[config.mk]
export PLATFORM = sky130hd
export DESIGN_NAME = impulse_conditioner
export DESIGN_NICKNAME = d
export VERILOG_FILES = /design/src/rtl/spectro_pkg.sv /design/src/rtl/impulse_channel.sv /design/src/rtl/impulse_conditioner.sv
export SDC_FILE = /design/constraint.sdc
export NUM_CORES = 1
export LEC_CHECK = 0
export BUFFER_PORTS_ARGS = -buffer_cell sky130_fd_sc_hd__buf_4
export CORE_ASPECT_RATIO = 1.2
export CORE_UTILIZATION = 56
export CTS_CLUSTER_SIZE = 16
export DETAILED_ROUTE_END_ITERATION = 8
export GPL_ROUTABILITY_DRIVEN = 0
export PLACE_DENSITY = 0.76
export SLEW_MARGIN = 20
export SYNTH_ARGS = -nofsm -noshare
export SYNTH_HDL_FRONTEND = slang
export SYNTH_SLANG_ARGS = --single-unit
[constraint.sdc]
create_clock -name clk -period 4.88 [get_ports clk]
set_input_delay 0.244 -clock clk [delete_from_list [all_inputs] [get_ports clk]]
set_output_delay 0.244 -clock clk [all_outputs]
set_load 0.02 [all_outputs]
[src/rtl/spectro_pkg.sv]
// rtl/spectro_pkg.sv - shared types and constants for the spectrogram front end
package spectro_pkg;

   typedef enum logic [2:0] {
      IDLE,
      QUAL,
      PULSE,
      DEAD,
      WAIT_LOW
   } ch_state_e;

   localparam int DROP_W       = 8;
   localparam int N_CH_DEFAULT = 15;

   // Bits needed to hold values 0..max_val.
   function automatic int unsigned cnt_w(input int unsigned max_val);
      return (max_val < 2) ? 1 : $clog2(max_val + 1);
   endfunction

endpackage

[src/rtl/impulse_channel.sv]
// rtl/impulse_channel.sv - one channel: synchroniser, glitch qualifier, pulse and refractory FSM
module impulse_channel
   import spectro_pkg::*;
#(
   parameter int SYNC_STAGES = 2,
   parameter int MIN_HIGH    = 2,
   parameter int PULSE_LEN   = 4,
   parameter int DEAD_CYCLES = 8
) (
   input  logic clk,
   input  logic reset,
   input  logic ch_in,
   input  logic hold,
   output logic pulse,
   output logic drop_strobe
);

   localparam int QW = cnt_w(MIN_HIGH);
   localparam int DW = cnt_w(DEAD_CYCLES);
   localparam int FW = cnt_w(SYNC_STAGES);
   localparam logic [QW-1:0] QUAL_MAX   = QW'(MIN_HIGH);
   localparam logic [DW-1:0] DEAD_LOAD  = DW'(DEAD_CYCLES);
   localparam logic [DW-1:0] PULSE_LAST = DW'(DEAD_CYCLES - PULSE_LEN + 1);
   localparam logic [DW-1:0] DEAD_ONE   = DW'(1);
   localparam logic [FW-1:0] FILL_MAX   = FW'(SYNC_STAGES);

   logic [SYNC_STAGES-1:0] sync_q, sync_d;
   logic [FW-1:0]          fill_q, fill_d;
   logic                   armed_q, armed_d;
   ch_state_e              state_q, state_d;
   logic [QW-1:0]          qual_q, qual_d, qual_nxt;
   logic [DW-1:0]          dead_q, dead_d;
   logic                   pulse_q, pulse_d;
   logic                   s, s_valid, qualify;

   assign s        = sync_q[SYNC_STAGES-1];
   assign s_valid  = (fill_q == FILL_MAX);
   assign qual_nxt = qual_q + 1'b1;

   // After reset the channel must see a genuine low on its input before it
   // can arm, so a level still high across reset never yields a pulse.
   always_comb begin
      sync_d      = {sync_q[SYNC_STAGES-2:0], ch_in};
      fill_d      = s_valid ? fill_q : fill_q + 1'b1;
      armed_d     = armed_q | (s_valid & ~s);
      state_d     = state_q;
      qual_d      = qual_q;
      dead_d      = (dead_q != '0) ? dead_q - 1'b1 : dead_q;
      qualify     = 1'b0;

      case (state_q)
         IDLE: begin
            if (s_valid && armed_q && s) begin
               if (MIN_HIGH == 1) begin
                  qualify = 1'b1;
               end else begin
                  state_d = QUAL;
                  qual_d  = QW'(1);
               end
            end
         end
         QUAL: begin
            if (!s) begin
               state_d = IDLE;
            end else if (qual_nxt == QUAL_MAX) begin
               qualify = 1'b1;
            end else begin
               qual_d = qual_nxt;
            end
         end
         PULSE: begin
            if (dead_q == PULSE_LAST) begin
               state_d = (dead_q <= DEAD_ONE) ? WAIT_LOW : DEAD;
            end
         end
         DEAD: begin
            if (dead_q <= DEAD_ONE) begin
               state_d = WAIT_LOW;
            end
         end
         WAIT_LOW: begin
            if (s_valid && !s) begin
               state_d = IDLE;
            end
         end
         default: state_d = IDLE;
      endcase

      if (qualify) begin
         state_d = hold ? DEAD : PULSE;
         dead_d  = DEAD_LOAD;
      end

      pulse_d     = (state_d == PULSE);
      drop_strobe = qualify & hold;
   end

   always_ff @(posedge clk) begin
      if (reset) begin
         sync_q  <= '0;
         fill_q  <= '0;
         armed_q <= 1'b0;
         state_q <= IDLE;
         qual_q  <= '0;
         dead_q  <= '0;
         pulse_q <= 1'b0;
      end else begin
         sync_q  <= sync_d;
         fill_q  <= fill_d;
         armed_q <= armed_d;
         state_q <= state_d;
         qual_q  <= qual_d;
         dead_q  <= dead_d;
         pulse_q <= pulse_d;
      end
   end

   assign pulse = pulse_q;

endmodule

[src/rtl/impulse_conditioner.sv]
// rtl/impulse_conditioner.sv - conditions comparator outputs into clean per-channel count pulses
module impulse_conditioner
   import spectro_pkg::*;
#(
   parameter int N_CH        = N_CH_DEFAULT,
   parameter int SYNC_STAGES = 2,
   parameter int MIN_HIGH    = 2,
   parameter int PULSE_LEN   = 4,
   parameter int DEAD_CYCLES = 8
) (
   input  logic              clk,
   input  logic              reset,
   input  logic [N_CH-1:0]   ch_in,
   input  logic              hold,
   output logic [N_CH-1:0]   ch_out,
   output logic              event_any,
   output logic [DROP_W-1:0] drop_cnt
);

   localparam int PW = cnt_w(N_CH);
   localparam int SW = DROP_W + PW;
   localparam logic [DROP_W-1:0] DROP_MAX = {DROP_W{1'b1}};

   logic [N_CH-1:0]   pulse, drop_strobe;
   logic [PW-1:0]     drop_num;
   logic [SW-1:0]     drop_sum;
   logic [DROP_W-1:0] drop_cnt_q, drop_cnt_d;
   logic              event_any_q, event_any_d;

   for (genvar i = 0; i < N_CH; i++) begin : gen_ch
      impulse_channel #(
         .SYNC_STAGES (SYNC_STAGES),
         .MIN_HIGH    (MIN_HIGH),
         .PULSE_LEN   (PULSE_LEN),
         .DEAD_CYCLES (DEAD_CYCLES)
      ) u_ch (
         .clk         (clk),
         .reset       (reset),
         .ch_in       (ch_in[i]),
         .hold        (hold),
         .pulse       (pulse[i]),
         .drop_strobe (drop_strobe[i])
      );
   end

   // Several channels may drop on the same cycle; add them all at once.
   always_comb begin
      drop_num = '0;
      for (int i = 0; i < N_CH; i++) begin
         drop_num = drop_num + PW'(drop_strobe[i]);
      end
      drop_sum    = SW'(drop_cnt_q) + SW'(drop_num);
      drop_cnt_d  = (drop_sum > SW'(DROP_MAX)) ? DROP_MAX : drop_sum[DROP_W-1:0];
      event_any_d = |pulse;
   end

   always_ff @(posedge clk) begin
      if (reset) begin
         drop_cnt_q  <= '0;
         event_any_q <= 1'b0;
      end else begin
         drop_cnt_q  <= drop_cnt_d;
         event_any_q <= event_any_d;
      end
   end

   assign ch_out    = pulse;
   assign event_any = event_any_q;
   assign drop_cnt  = drop_cnt_q;

endmodule

## Word-level counts from Yosys, hierarchy flattened

Cells that the tools add are included.

| word-level totals | value |
|---|---|
| output and inout port bits | 24 |
| register bits after elaboration | 234 |
| word-level logic and storage cells | 831 |

| operators by class | value |
|---|---|
| bitwise logic cells | 60 |
| multiplexer cells | 257 |
| add/sub/neg operators | 60 |
| equality and inequality tests | 165 |
| reduce and logical (&&, ||, !) cells | 151 |
| magnitude comparators | 16 |

Operator list:

| kind | count |
|---|---|
| $mux 3 | 105 |
| $pmux 3 s5 | 15 |
| $eq 3x2->1 const B | 45 |
| $mux 4 | 30 |
| $mux 2 | 45 |
| $add 2x1->2 const B | 30 |
| $eq 2x2->1 const B | 30 |
| $eq 4x3->1 const B | 15 |
| $le 4x1->1 const B | 15 |
| $ne 2x1->1 const B | 30 |
| $pmux 2 s2 | 15 |
| $reduce_and 4->1 | 15 |
| $reduce_bool 2->1 | 30 |
| $reduce_bool 4->1 | 15 |
| $sub 4x1->4 const B | 15 |
| $mux 1 | 46 |
| $eq 3x1->1 const B | 15 |
| $eq 3x3->1 const B | 15 |
| $logic_and 1x1->1 | 45 |
| $logic_not 3->1 | 15 |
| $add 4x1->4 | 11 |
| $and 1x1->1 | 30 |
| $ne 2x2->1 const B | 15 |
| $reduce_or 2->1 | 15 |
| 10 further kinds | 52 |

## Depth between registers and ports, before layout

| logic depth | value |
|---|---|
| depth in word-level cells | 23 |
| mapped depth | 19 |
| mapped depth without buffers | 19 |

## Cells and area by module

From an unflattened synthesis, not the netlist that was laid out.

| unflattened totals | value |
|---|---|
| cell total of the unflattened synthesis | 1,288 |
| area, all modules | 12,190.4 µm² |

By module, submodules not included:

| module | cells an instance | times used | area each (µm²) |
|---|---|---|---|
| impulse_channel at gen_ch[0].u_ch ... | 80 | 14 | 758.2 |
| impulse_conditioner | 90 | 1 | 829.5 |
| impulse_channel at gen_ch[9].u_ch | 78 | 1 | 745.7 |

## Worst setup path before layout

No wires, ideal clock.

| timing path | value |
|---|---|
| path kind | register to register |
| start | register gen_ch[0].u_ch.qual_q[1] |
| end | register drop_cnt_q[6], in the netlist drop_cnt[6] |
| buffers on the path | 1 |
| data required time | 4.802 ns |
| setup time | 0.078 ns |
| setup slack | 0.309 ns |
| cell stages (with the launch flop) | 19 |
| arrival time | 4.493 ns |
| path through | dfxtp_1 > inv_1 > ha_1 > and3b_1 > and3b_1 > clkbuf_1 > and2_1 > fa_1 > inv_1 > fa_1 > fa_1 > fa_1 > inv_1 > ha_1 > fa_1 > a21oi_1 > o21ai_0 > and4b_1 > nor3_1 |

| between the ends | value |
|---|---|
| longest elaborated chain between the ends | 23 |

Ends and longest elaborated chain:

| what | RTL line | RTL |
|---|---|---|
| start: declaration | impulse_channel.sv:31 | `logic [QW-1:0] qual_q, qual_d, qual_nxt;` |
| start signal: assignment | impulse_channel.sv:112 | `qual_q <= qual_d;` |
| $add 2x1->2 * | impulse_channel.sv:38 | `assign qual_nxt = qual_q + 1'b1;` |
| $eq 2x2->1 * | impulse_channel.sv:65 | `end else if (qual_nxt == QUAL_MAX) begin` |
| $mux 1 * | impulse_channel.sv:65 |  |
| $mux 1 * | impulse_channel.sv:63 | `if (!s) begin` |
| $mux 1 * | impulse_channel.sv:51 | `case (state_q)` |
| $and 1x1->1 * | impulse_channel.sv:95 | `drop_strobe = qualify & hold;` |
| $add 1x1->2 * | impulse_conditioner.sv:50 | `drop_num = drop_num + PW'(drop_strobe[i]);` |
| $add 2x1->3 * | impulse_conditioner.sv:50 |  |
| $add 3x1->4 * | impulse_conditioner.sv:50 |  |
| $add 4x1->4 * (11 in series) | impulse_conditioner.sv:50 |  |
| $add 8x4->9 * | impulse_conditioner.sv:52 | `drop_sum = SW'(drop_cnt_q) + SW'(drop_num);` |
| $gt 9x8->1 | impulse_conditioner.sv:53 | `drop_cnt_d = (drop_sum > SW'(DROP_MAX)) ? DROP_MAX : drop_sum[DROP_W-1:0];` |
| $mux 8 * | impulse_conditioner.sv:53 |  |
| end signal: assignment | impulse_conditioner.sv:62 | `drop_cnt_q <= drop_cnt_d;` |
| end: declaration | impulse_conditioner.sv:27 | `logic [DROP_W-1:0] drop_cnt_q, drop_cnt_d;` |

Mark *: on every way between the ends. The rest lies on a longest branch, timed or not.
A chain may end at the register's enable or synchronous reset.

## Final worst setup path

| timing path | value |
|---|---|
| start | register gen_ch[0].u_ch.qual_q[1] |
| end | register drop_cnt_q[7], in the netlist drop_cnt[7] |

The elaborated chain is that of the path after synthesis.

==> impl_metrics.yaml <==
cells_and_area:
  insertedDiodeCount: 0
  fin_util: 0.651
  area_growth_pct: 12.6
  drive_gt1_frac: 0.0958
  stdcell_count: 1607
  fin_nets: 1430
  final_area_um2: 12900
worst_setup_path:
  required_ns: 5.25
  slowest_delay_ns: 0.52
  critPathLaunchType: "flip-flop"
  cp_data_arrival_time_ns: 5.00
  critPathTopFamily: "adder cells"
  endpoint_kind: "flip-flop"
  critPathBufInv: 4
  crit_slowest_cell: "fa_1"
  critPathKind: "reg2reg"
  path_cells: "inv_1, ha_1, and3b_1, and3b_1, and2_1, fa_1, inv_1, fa_1, fa_1, fa_1, inv_1, ha_1, fa_2, a21oi_2, buf_4, nand2_1, nor4_1, nor3_1"
  cpMostUsedCell: "fa_1"
  path_max_fanout: 3
timing:
  tightest_slew_ns: 0.790
  skew_ns: 0.0157
  fmax_mhz: 216
  drv_slew: 0
  period_share: 0.950
  hold_viol_final: 0
  fin_tns_setup_ns: 0
  min_period_ns: 4.64
  setup_viol: 0
  relSlewSlack: 0.473
clocking:
  clock_path_buffers: 3
  clock_latency_ns: 0.51
  cts_inserted_buffers: 24
  root_buffer: "clkbuf_16"
  ctsHtreeMaxLevel: 1
  clkSlewWorstSetupHoldPaths_ns: 0.06
  clock-sinks: 234
  cts_tree: "yes"
routing:
  vias: 8798
  wl_um: 22200
  viasPerCell: 5.47
  ant_nets: 0
  drtIter0Drc: 343
  wl_per_cell_um: 13.8
  post-route-drc-count: 0
  dr.pass1.iters: 4
floorplanning:
  rows: 56
  die-height_um: 158
  dieArea_um2: 21000
  die_w_um: 132
  initial_core_util: 0.578
  core_area_um2: 19800
  ios: 42
placed_design:
  hpwl_um: 15300
  placed_area_um2: 11900
  place_inst: 1547
  port_buffers: 41
synth:
  yosys.cell_types.count: 83
  synth-edff-count: 0
  ys_seq_elements: 234
  yosysTopAreaCellShare: 0.410
  avgSynthCellArea_um2: 8.88
  async_flop_share: 0
  yosysSeqAreaShare: 0.410
  synth.most_common_cell: "dfxtp_1"
  ys.flop_type: "dfxtp_1"
  syn_area_um2: 11400
  yosysWarnings: 0
  synthCells: 1287
  synth_common_cells: "dfxtp_1, nor2_1, inv_1, a21oi_1, nor3_1"
  synth_nets: 1389
  synth_top_cell_by_area: "dfxtp_1"
  synth_area_leaders: "dfxtp_1, ha_1, nor2_1, a21oi_1, inv_1"
min_path:
  hp-class: "in2reg"
pwr:
  powerDensity_nw_per_um2: 496
  leakage_nw: 5.31
  ir_drop_uv: 275
run:
  maxCapViolCount: 0
global_routing:
  grt_pass1_wl_um: 37700
  overflow: 0
  grt_pass1_vias: 8373
  grtUsageTotal: 0.214
  grt_antenna_before_repair: 0
  grt_max_degree: 105
status:
  status: "completed"
registers in the layout, summed over array words and instances, names as in the netlist:
register             cells
gen_ch.u_ch.armed_q     15
drop_cnt                 8
event_any                1
gen_ch.u_ch.qual_q      30
gen_ch.u_ch.pulse       15
gen_ch.u_ch.sync_q      30
gen_ch.u_ch.fill_q      30
gen_ch.u_ch.state_q     45
gen_ch.u_ch.dead_q      60
area by class of cell:
cell class                 instances  area [µm²]
inverter                         118         443
tap                              261         327
sequential                       234        4680
timing repair buffer              61         499
clock inverter                    13         149
clock buffer                      31         698
fill                            1671        6890
multi-input combinational        889        6070
worst reg2reg max path, cell delays in order, from the launching register on:
cell and delay (ns):
dfxtp_1 0.33, inv_1 0.05, ha_1 0.20, and3b_1 0.20, and3b_1 0.18, and2_1 0.20, fa_1 0.52, inv_1 0.05
fa_1 0.52, fa_1 0.45, fa_1 0.52, inv_1 0.04, ha_1 0.22, fa_2 0.37, a21oi_2 0.20, buf_4 0.14
nand2_1 0.05, nor4_1 0.18, nor3_1 0.09
layer usage:
metal	GRT usage	up-vias	share of wire
met2	0.392	105	0.49
met1	0.260	4081	0.45
li1	-	4563	-
met5	0	-	0
met3	0.0255	49	0.028
met4	0.0690	0	0.027
per-stage QoR:
stage	setup WS (ns)	hold WS [ns]	power (W)
after floorplan	0.309	0.372	0.00413
after global routing	-0.00273	0.243	0.00687
after global placement	0.195	0.417	0.00439
after CTS	0.0290	0.00222	0.00643
after detailed placement	0.0700	0.425	0.00448
final	0.245	0.219	0.00638
power breakdown:
group / total, W / switching [W] / internal, W
Clock: 0.00193 / 0.000758 / 0.00117
Combinational: 0.00185 / 0.000981 / 0.000868
Sequential: 0.00261 / 0.000316 / 0.00229
Total: 0.00638 / 0.00206 / 0.00433
logic make-up after synthesis:
| kind of cell | count (synthesis) | share of synthesized area |
|---|---|---|
| AO/OA/AOI/OAI | 236 | 0.139 |
| XOR/XNOR | 34 | 0.0261 |
| adder cells (fa/ha/maj) | 84 | 0.0992 |
| buffers and inverters | 164 | 0.0596 |
| flip-flops | 234 | 0.410 |
| multiplexers | 13 | 0.0115 |
| AND/OR/NAND/NOR | 522 | 0.254 |
cells in the final DEF, fill, tap and decap left out, types with 8 or more instances in the layout:
cell type      Yosys  layout
a211oi_1          18      18
nor4_1             8       8
xnor2_1           19      19
nand2b_1          30      30
a21oi_1           99      98
fa_1              11      10
dfxtp_1          234     234
nor3_1            81      81
a2111oi_0         15      15
clkbuf_16          0      25
inv_1            118     118
mux2i_1           12      12
nand3_1           10      10
ha_1              73      73
nor2b_1           69      69
buf_4             17      45
o22ai_1            8       8
dlygate4sd3_1      0      15
and2_1            21      21
nand2_1           39      39
or2_2             10      10
nor2_1           153     153
a31oi_1           10      10
o21ai_0           13      12
or3_1             18      18
xor2_1            15      15
nand3b_1          16      16
final timing paths:
kind              depth (start not counted)                   endpoint  slack (ns)                      from
setup / recovery                         18                drop_cnt[7]        0.24  gen_ch[0].u_ch.qual_q[1]
hold / removal                            3  gen_ch[6].u_ch.state_q[0]        0.22                      hold
setup reg to reg                         18                drop_cnt[7]        0.24  gen_ch[0].u_ch.qual_q[1]
hold reg to reg                           1   gen_ch[3].u_ch.sync_q[1]        0.44  gen_ch[3].u_ch.sync_q[0]
timing repair:
item / 4_1_cts / 5_1_grt
endpoints found under the setup margin: 0 / 8
endpoints found under the hold margin: 14 / 1
buffers inserted: 0 / 1
resized for setup: 0 / 4
hold buffers: 14 / 1
Note: power is estimated with default switching activity, not from simulation.
